File: src/rtl/ps2_pkg.sv
// Shared types and constants for the PS/2 scan-code sequencer: FSM states,
// prefix bytes, the discard-byte list and the packed key-event record.
package ps2_pkg;

  typedef enum logic [1:0] {
    ST_IDLE    = 2'd0,
    ST_EXT     = 2'd1,
    ST_BRK     = 2'd2,
    ST_EXT_BRK = 2'd3
  } ps2_state_e;

  localparam logic [7:0] PS2_EXT = 8'hE0;
  localparam logic [7:0] PS2_BRK = 8'hF0;

  // Protocol bytes (BAT result, echo, ACK, resend, error, pause lead-in).
  localparam int PS2_NUM_DISCARD = 7;
  localparam logic [PS2_NUM_DISCARD*8-1:0] PS2_DISCARD_LIST = {
    8'h00, 8'hAA, 8'hEE, 8'hFA, 8'hFE, 8'hFF, 8'hE1
  };

  typedef struct packed {
    logic       ext;
    logic       brk;
    logic [7:0] code;
  } ps2_evt_t;

  function automatic logic ps2_is_discard(input logic [7:0] b);
    logic hit;
    hit = 1'b0;
    for (int i = 0; i < PS2_NUM_DISCARD; i++) begin
      if (PS2_DISCARD_LIST[i*8 +: 8] == b) hit = 1'b1;
    end
    return hit;
  endfunction

endpackage

File: src/rtl/ps2_scancode_ctrl_fifo.sv
// ps2_evt_fifo: synchronous FIFO of key events. Full/empty come from the
// occupancy count; pointers wrap naturally over a power-of-two depth.
module ps2_evt_fifo
  import ps2_pkg::*;
#(
  parameter int DEPTH = 8
) (
  input  logic                         clk,
  input  logic                         rst_n,
  input  logic                         push,
  input  ps2_evt_t                     push_evt,
  input  logic                         pop,
  output ps2_evt_t                     head,
  output logic                         head_valid,
  output logic [$clog2(DEPTH+1)-1:0]   count,
  output logic                         drop
);

  localparam int AW = $clog2(DEPTH);
  localparam int CW = $clog2(DEPTH+1);

  ps2_evt_t        mem [DEPTH];
  logic [AW-1:0]   wr_ptr;
  logic [AW-1:0]   rd_ptr;
  logic            empty;
  logic            full;
  logic            pop_en;
  logic            push_en;

  assign empty = (count == '0);
  assign full  = (count == CW'(DEPTH));

  // A pop frees the slot in the same edge, so a full FIFO still takes a push
  // when the head is being consumed.
  assign pop_en  = pop && !empty;
  assign push_en = push && (!full || pop_en);
  assign drop    = push && full && !pop_en;

  always_ff @(posedge clk) begin
    if (!rst_n) begin
      wr_ptr <= '0;
      rd_ptr <= '0;
      count  <= '0;
    end else begin
      if (push_en) wr_ptr <= wr_ptr + AW'(1);
      if (pop_en)  rd_ptr <= rd_ptr + AW'(1);
      case ({push_en, pop_en})
        2'b10:   count <= count + CW'(1);
        2'b01:   count <= count - CW'(1);
        default: count <= count;
      endcase
    end
  end

  always_ff @(posedge clk) begin
    if (push_en) mem[wr_ptr] <= push_evt;
  end

  // Head reads as zero while empty so the event fields have a defined reset value.
  assign head_valid = !empty;
  assign head       = empty ? '0 : mem[rd_ptr];

endmodule

File: src/rtl/ps2_scancode_ctrl.sv
// ps2_scancode_ctrl: turns the raw PS/2 byte stream into {ext, brk, code} key
// events buffered in a FIFO. Optional make-repeat filter: PS2_TYPEMATIC_FILTER_EN.
module ps2_scancode_ctrl
  import ps2_pkg::*;
#(
  parameter int FIFO_DEPTH  = 8,
  parameter int TIMEOUT_CYC = 100000
) (
  input  logic                              clk,
  input  logic                              rst_n,
  input  logic [7:0]                        keycode,
  input  logic                              key_valid,
  output logic                              evt_valid,
  input  logic                              evt_ready,
  output logic [7:0]                        evt_code,
  output logic                              evt_ext,
  output logic                              evt_brk,
  output logic [$clog2(FIFO_DEPTH+1)-1:0]   fifo_count,
  output logic                              overflow,
  input  logic                              overflow_clr
);

  localparam int TW = $clog2(TIMEOUT_CYC+1);
  localparam logic [TW-1:0] TMO_LAST = TW'(TIMEOUT_CYC - 1);

  ps2_state_e      state;
  ps2_state_e      state_nxt;
  logic [TW-1:0]   tmo_cnt;
  logic [TW-1:0]   tmo_nxt;
  logic            is_ext_b;
  logic            is_brk_b;
  logic            is_data;
  logic            tmo_hit;
  logic            emit;
  ps2_evt_t        evt;
  logic            push;
  logic            drop;
  ps2_evt_t        head;

  assign is_ext_b = key_valid && (keycode == PS2_EXT);
  assign is_brk_b = key_valid && (keycode == PS2_BRK);
  assign is_data  = key_valid && !is_ext_b && !is_brk_b && !ps2_is_discard(keycode);

  // A byte arriving in the expiry cycle wins over the timeout.
  assign tmo_hit  = (state != ST_IDLE) && !key_valid && (tmo_cnt == TMO_LAST);

  always_ff @(posedge clk) begin
    if (!rst_n) begin
      state   <= ST_IDLE;
      tmo_cnt <= '0;
    end else begin
      state   <= state_nxt;
      tmo_cnt <= tmo_nxt;
    end
  end

  always_comb begin
    state_nxt = state;
    if (is_ext_b) begin
      case (state)
        ST_IDLE: state_nxt = ST_EXT;
        ST_BRK:  state_nxt = ST_EXT_BRK;
        default: state_nxt = state;
      endcase
    end else if (is_brk_b) begin
      case (state)
        ST_IDLE: state_nxt = ST_BRK;
        ST_EXT:  state_nxt = ST_EXT_BRK;
        default: state_nxt = state;
      endcase
    end else if (is_data || tmo_hit) begin
      state_nxt = ST_IDLE;
    end
  end

  // Discard bytes freeze the counter; only byte-free cycles age a prefix.
  always_comb begin
    tmo_nxt = tmo_cnt;
    if (is_ext_b || is_brk_b || state_nxt == ST_IDLE) begin
      tmo_nxt = '0;
    end else if (!key_valid) begin
      tmo_nxt = tmo_cnt + TW'(1);
    end
  end

  always_comb begin
    evt      = '0;
    emit     = is_data;
    evt.ext  = (state == ST_EXT) || (state == ST_EXT_BRK);
    evt.brk  = (state == ST_BRK) || (state == ST_EXT_BRK);
    evt.code = keycode;
  end

`ifdef PS2_TYPEMATIC_FILTER_EN
  logic        lm_valid;
  logic [8:0]  lm_key;
  logic        lm_match;

  assign lm_match = lm_valid && (lm_key == {evt.ext, evt.code});
  assign push     = emit && (evt.brk || !lm_match);

  // Held keys repeat their make code; only the first make of a press is kept.
  always_ff @(posedge clk) begin
    if (!rst_n) begin
      lm_valid <= 1'b0;
      lm_key   <= '0;
    end else if (emit) begin
      if (!evt.brk) begin
        if (!lm_match) begin
          lm_valid <= 1'b1;
          lm_key   <= {evt.ext, evt.code};
        end
      end else if (lm_match) begin
        lm_valid <= 1'b0;
      end
    end
  end
`else
  assign push = emit;
`endif

  // Output handshake: an event transfers on a rising edge where evt_valid and
  // evt_ready are both high; the head is held stable until that edge, and
  // evt_ready has no effect while evt_valid is low.
  ps2_evt_fifo #(
    .DEPTH (FIFO_DEPTH)
  ) u_fifo (
    .clk        (clk),
    .rst_n      (rst_n),
    .push       (push),
    .push_evt   (evt),
    .pop        (evt_ready),
    .head       (head),
    .head_valid (evt_valid),
    .count      (fifo_count),
    .drop       (drop)
  );

  assign evt_code = head.code;
  assign evt_ext  = head.ext;
  assign evt_brk  = head.brk;

  always_ff @(posedge clk) begin
    if (!rst_n) begin
      overflow <= 1'b0;
    end else if (drop) begin
      overflow <= 1'b1;
    end else if (overflow_clr) begin
      overflow <= 1'b0;
    end
  end

endmodule

File: config.mk
export PLATFORM = sky130hd
export DESIGN_NAME = ps2_scancode_ctrl
export DESIGN_NICKNAME = d
export VERILOG_FILES = /design/src/rtl/ps2_pkg.sv /design/src/rtl/ps2_scancode_ctrl_fifo.sv /design/src/rtl/ps2_scancode_ctrl.sv
export SDC_FILE = /design/constraint.sdc
export NUM_CORES = 1
export LEC_CHECK = 0
export CAP_MARGIN = 0
export CORE_MARGIN = 8
export CORE_UTILIZATION = 53
export CTS_CLUSTER_SIZE = 14
export DETAILED_ROUTE_END_ITERATION = 8
export PLACE_DENSITY = 0.84
export SKIP_LAST_GASP = 1
export SLEW_MARGIN = 20
export SYNTH_ARGS = -nofsm -noshare
export SYNTH_HDL_FRONTEND = slang
export SYNTH_HIERARCHICAL = 1
export SYNTH_SLANG_ARGS = --single-unit
File: constraint.sdc
create_clock -name clk -period 3.1 [get_ports clk]
set_clock_uncertainty 0.05 [all_clocks]
set_input_delay 0.31 -clock clk [delete_from_list [all_inputs] [get_ports clk]]
set_output_delay 0.31 -clock clk [all_outputs]
set_load 0.05 [all_outputs]
### After elaboration in Yosys (flattened, before gate mapping)

Memories as Yosys holds them, arrays and structs flattened. A register that Yosys moved wholly into a read port is not among the register bits.
Index checks and enable logic that the tools add are counted.

| storage, ports and cells | value |
|---|---|
| flip-flop bits (word level) | 30 |
| RAM bits | 80 |
| bits of input ports | 13 |
| output and inout port bits | 16 |
| logic and storage cells | 80 |
| memories kept | 1 |

Memory list:

| memory | depth | bits a word | rd ports | clocked after memory_dff | write ports | line | text |
|---|---|---|---|---|---|---|---|
| u_fifo.mem | 8 | 10 | 1 | 1 | 1 | ps2_scancode_ctrl_fifo.sv:22 | `ps2_evt_t mem [DEPTH];` |

| cells by class | value |
|---|---|
| add/subtract/negate cells | 5 |
| eq/ne operators | 15 |
| muxes and demuxes | 20 |
| bitwise operators | 1 |
| reduce and logical (&&, ||, !) cells | 32 |

Operators by type and width:

| cell | count |
|---|---|
| 8-bit == test (first input constant) | 6 |
| 17-bit by 1-bit adder with 17-bit output (second input constant) | 1 |
| 17-bit == test (second input constant) | 1 |
| 8-bit == test (second input constant) | 2 |
| 1-bit logical AND | 11 |
| 1-bit 2-to-1 mux | 11 |
| 10-bit 2-to-1 mux | 1 |
| 8-bit logical NOT | 1 |
| 2-bit one-hot mux with 2 select lines | 2 |
| 4-bit one-hot mux with 2 select lines | 1 |
| 1-bit logical NOT | 7 |
| 3-bit by 1-bit adder with 3-bit output (second input constant) | 2 |
| 2-bit == test (second input constant) | 3 |
| 1-bit logical OR | 6 |
| 2-bit 2-to-1 mux | 3 |
| 3-bit 2-to-1 mux | 2 |
| 2-bit nonzero test | 3 |
| 4-bit by 1-bit adder with 4-bit output (second input constant) | 1 |
| 2-bit by 1-bit == test with 1-bit output (second input constant) | 2 |
| 4-bit == test (second input constant) | 1 |
| 2-bit logical NOT | 2 |
| 4-bit logical NOT | 1 |
| 4-bit by 1-bit subtractor with 4-bit output (second input constant) | 1 |
| 2-bit OR reduction | 1 |
| 1-bit NOT | 1 |

### Depth between registers and ports, before layout

| depth | value |
|---|---|
| word-level depth | 17 |
| depth in mapped cells | 12 |
| depth with buffers taken out | 10 |

### By module

Netlist, hierarchy kept.

Modules (own cells, without submodules):

| module | instances | cells an instance | area an instance (µm²) | seq. area each (µm²) |
|---|---|---|---|---|
| ps2_evt_fifo | 1 | 209 | 3756.1 | 2662.6 |
| ps2_scancode_ctrl | 1 | 117 | 1119.8 | 400.4 |

### Worst setup path before layout

OpenSTA, ideal clock, no wires.

| path | value |
|---|---|
| kind | input to register |
| start | in keycode[1] |
| end | reg u_fifo.count[2] |
| library setup time | 0.059 ns |
| data arrival time | 3.007 ns |
| data required time | 2.991 ns |
| setup slack | -0.017 ns |
| cell stages on the path | 12 |
| path buffers | 2 |
| cell sequence | or4_1 > a2111oi_2 > a21oi_1 > o221a_4 > buf_6 > clkbuf_1 > nor2_1 > xor2_1 > ha_1 > or4bb_1 > o311a_1 > nand2_1 |

| between the ends | value |
|---|---|
| word-level cells in the longest chain between the ends | 13 |
| elaborated cells between the ends (all ways) | 29 |
| those cells by class | eq/ne: 10; mux: 8; reduce/logical: 11 |

RTL lines:

| item | line | text |
|---|---|---|
| start, declared | ps2_scancode_ctrl.sv:11 | `input logic [7:0] keycode,` |
| 8-bit == test | ps2_pkg.sv:31 | `if (PS2_DISCARD_LIST[i*8 +: 8] == b) hit = 1'b1;` |
| 1-bit 2-to-1 mux (7 in series) | ps2_pkg.sv:31 |  |
| 1-bit logical NOT | ps2_scancode_ctrl.sv:42 | `assign is_data = key_valid && !is_ext_b && !is_brk_b && !ps2_is_discard(keycode);` |
| 1-bit logical AND * | ps2_scancode_ctrl.sv:42 |  |
| via emit | ps2_scancode_ctrl.sv:34 | `logic emit;` |
| 1-bit logical AND * | ps2_scancode_ctrl_fifo.sv:36 | `assign push_en = push && (!full \|\| pop_en);` |
| 2-bit by 1-bit == test with 1-bit output / 2-bit == test (equally long branches) | ps2_scancode_ctrl_fifo.sv:47 | `case ({push_en, pop_en})` |
| 4-bit one-hot mux with 2 select lines / 2-bit nonzero test (equally long branches) | -- |  |
| end signal, assigned | ps2_scancode_ctrl_fifo.sv:48 | `2'b10: count <= count + CW'(1);` |
| end signal, assigned | ps2_scancode_ctrl_fifo.sv:49 | `2'b01: count <= count - CW'(1);` |
| end signal, assigned | ps2_scancode_ctrl_fifo.sv:50 | `default: count <= count;` |
| end, declared | ps2_scancode_ctrl_fifo.sv:15 | `output logic [$clog2(DEPTH+1)-1:0] count,` |

The timed path passes the listed nets; every way through them passes the cells marked *.
A chain may end at the register's enable or synchronous reset.

### Worst setup path in the final report

| path | value |
|---|---|
| start | in keycode[7] |
| end | reg u_fifo.count[2] |

| between the ends | value |
|---|---|
| word-level cells in the longest chain between the ends | 13 |
| elaborated cells between the ends (all ways) | 29 |
| those cells by class | eq/ne: 10; mux: 8; reduce/logical: 11 |

RTL lines:

| item | line |
|---|---|
| 8-bit == test | ps2_pkg.sv:31 |
| 1-bit 2-to-1 mux (7 in series) | ps2_pkg.sv:31 |
| 1-bit logical NOT | ps2_scancode_ctrl.sv:42 |
| 1-bit logical AND * | ps2_scancode_ctrl.sv:42 |
| 1-bit logical AND * | ps2_scancode_ctrl_fifo.sv:36 |
| 2-bit by 1-bit == test with 1-bit output / 2-bit == test (equally long branches) | ps2_scancode_ctrl_fifo.sv:47 |
| 4-bit one-hot mux with 2 select lines / 2-bit nonzero test (equally long branches) | -- |

Every way passes the cells marked *; elsewhere a longest branch is shown, timed or not.

==> out/qor.txt <==
Yosys warns: 6
Most frequent cells in the layout: edfxtp_1 (80), buf_4 (36), dfxtp_1 (33)
Setup WS post-layout: 137 ps
TritonRoute pass-1 iters: 4
I/O pin cnt: 29
Relative slew slack: 0.361
Hold Slack: 247 ps
Reg2reg end: u_fifo/mem[2][5]
Worst setup SP type: input pin
Simple-Gate Fraction of Synth Area: 0.141
Adder-cell share of the synthesized area: 0.0103
Compound-Gate Fraction of Synth Area: 0.0387
Area of the core: 9060 um2
Hold path startpoint: keycode[5]
WHS Path Cells: 1
Largest family of logic cells by synthesized area: simple AND/OR/NAND/NOR gates
Critical Setup Path Class: in -> reg
Die X: 112 um
Final Hold Viols: 0
GR Util All Layers: 0.170
Commonest register cell after synthesis: edfxtp_1
Avg Cell Area, Syn: 15.0 um2
Drt drc: 0
Die Span Y: 112 um
Slew Limit Fails: 0
Worst EP required: 3490 ps
Worst Tran Pin Value: 955 ps
Starting density of the core: 0.538
Synth Area in XOR/XNOR: 0.0395
Final core utilization: 0.670
Worst Hold Path EP: u_fifo/mem[5][5]
Synth cell types: 54
Mux share of post-synthesis cell area: 0.121
Setup Slack @ Placement: -450 ps
Fraction of layout cells with a size suffix above 1: 0.303
Final ANT Viol Nets: 0
Via count: 2979
Clock Path Buffers: 2
I/O Buffers: 28
CP Max Fanout: 11
Commonest non-fill, non-tap cell in the layout: edfxtp_1
Post-Syn Nets: 343
Post-route insts no fill: 511
Wire per inst: 19.9 um
Final period utilization: 0.956
CTS tree: done
Total CTS buffers: 17
Vias in the first global route: 3133
Synth top area share: 0.493
Total power: 4.93 mW
Fin crit period: 2960 ps
Number of diodes: 0
Max_cap viols: 0
Worst setup EP type: register
H-tree levels: 4
Power Density: 812 nW/um2
Yosys reg bits: 113
Fill cell total of the finished layout: 623
Clock latency on the worst-skew pair: 490 ps
Static Leakage: 2.02 nW
Final Cell Area: 6070 um2
DRT Wirelength: 10.2 mm
WP data arrival: 3350 ps
Die area: 12500 um2
CTS root buffer: clkbuf_8
Synth top area cells: edfxtp_1 (49%), dfxtp_1 (14%), mux4_2 (9.2%)
Setup Viol. Count Final: 0
Initial drt markers: 188
HPWL after DPL: 6.31 mm
Clock-pin transition on the worst setup and hold timing paths: 60 ps
Nets: 404
Synth Cell Area: 4880 um2
Seq/Total Area, Yosys: 0.628
Hold crit path type: in -> reg
Setup_tns: 0 ps
R2R Path Start: u_fifo/count[2]
Mapped Cells: 326
# hold bufs at CTS: 0
Synth area leader: edfxtp_1
Number of cell rows: 35
Highest Clock Rate: 0.337 GHz
R2r setup slk: 610 ps
Largest net degree at the start of global routing: 21
Post-synth ARST share: 0
Post-synth EDFFs: 80
RD Place Congestion: 0.827
Placed cell count: 479
First-pass GRT wire length: 16.2 mm
Vias per Instance: 5.83
Run status: finished, final reports clean
Synth-to-layout area growth: 24.6%
Clk sinks: 113
Post-CTS Setup Inserts: 0
Initial antenna violation count: 0
Placement Cell Area: 5450 um2
Worst VDD drop: 469 uV
Unrepaired setup endpoints after global routing: false
Reg2reg path depth: 4
GRT overflow: 0
==> logic make-up after synthesis <==
| family | Yosys count |
|---|---|
| and+or+nand+nor | 114 |
| DFF | 113 |
| buffers and inverters | 17 |
| xor gates and xnor gates | 22 |
| AOI/OAI and AO/OA | 22 |
| adders and majority gates | 4 |
| muxes | 34 |
==> flip-flops by register name (all words and copies together), names as in the netlist, named ones only <==
register       count
overflow           1
u_fifo/wr_ptr      3
state              2
tmo_cnt           17
u_fifo/rd_ptr      3
u_fifo/mem        80
u_fifo/count       4
==> power breakdown <==
| group | switching, mW | leakage (nW) | internal, mW |
|---|---|---|---|
| clock network | 0.693 | 0.293 | 1.32 |
| registers | 0.0606 | 0.996 | 1.67 |
| logic | 0.733 | 0.734 | 0.460 |
| total | 1.49 | 2.02 | 3.45 |
==> what timing repair did <==
action                                  4_1_cts  5_1_grt
hold endpoints to repair                      0        0
endpoints found under the setup margin        0        1
resized for setup                             0        1
==> worst max-delay path by stage <==
stage,startpoint,endpoint,depth (start not counted)
after floorplan,keycode[1],u_fifo/count[2],12
after global placement,keycode[5],u_fifo/count[2],11
after detailed placement,keycode[5],u_fifo/count[2],11
after CTS,keycode[5],u_fifo/count[2],11
after global routing,keycode[7],u_fifo/count[2],11
final,keycode[7],u_fifo/count[2],11
==> synthesized netlist by cell type (2+ instances only) <==
cell	number
buf_6	4
ha_1	4
nand2_1	16
nand3_1	3
nor3_2	17
a21oi_1	3
nor2b_1	9
buf_2	3
nand4b_1	2
mux4_2	20
a31oi_1	2
and2_1	4
dfxtp_1	33
nand4_1	4
o21ai_0	2
or4_1	2
and3_1	2
nor2_1	27
or2_2	2
nand2b_1	5
nor3_1	7
o211ai_1	2
and3_2	2
mux2i_1	14
xor2_1	10
clkbuf_1	7
nor4_1	2
edfxtp_1	80
nor4b_1	2
xnor2_1	12
==> per-layer routing <==
metal  routed length (um)  track usage  up-vias
met2                 5340        0.299       81
met5                    0            0        -
met1                 4140        0.186     1515
met3                  492       0.0552       16
met4                  174       0.0647        0
li1                     -            -     1367
==> layout make-up <==
type,count,area [um2],area share
Inverter,1,3.75,0.000618
Clock inverter,14,204,0.0336
Timing Repair Buffer,58,533,0.0877
Sequential cell,113,3060,0.504
Tap cell,111,139,0.0229
Clock buffer,18,418,0.0688
Multi-Input combinational cell,196,1710,0.282
==> critical path, cell delays in order <==
cell and delay, ps:
clkdlybuf4s50_1 580, or4_1 520, a2111oi_2 380, a21oi_1 120
o221a_4 300, nor2_2 140, xor2_1 90, ha_1 210
or4bb_1 510, o311a_1 120, nand2_1 70
No activity file was read; power rests on OpenSTA's default activity.
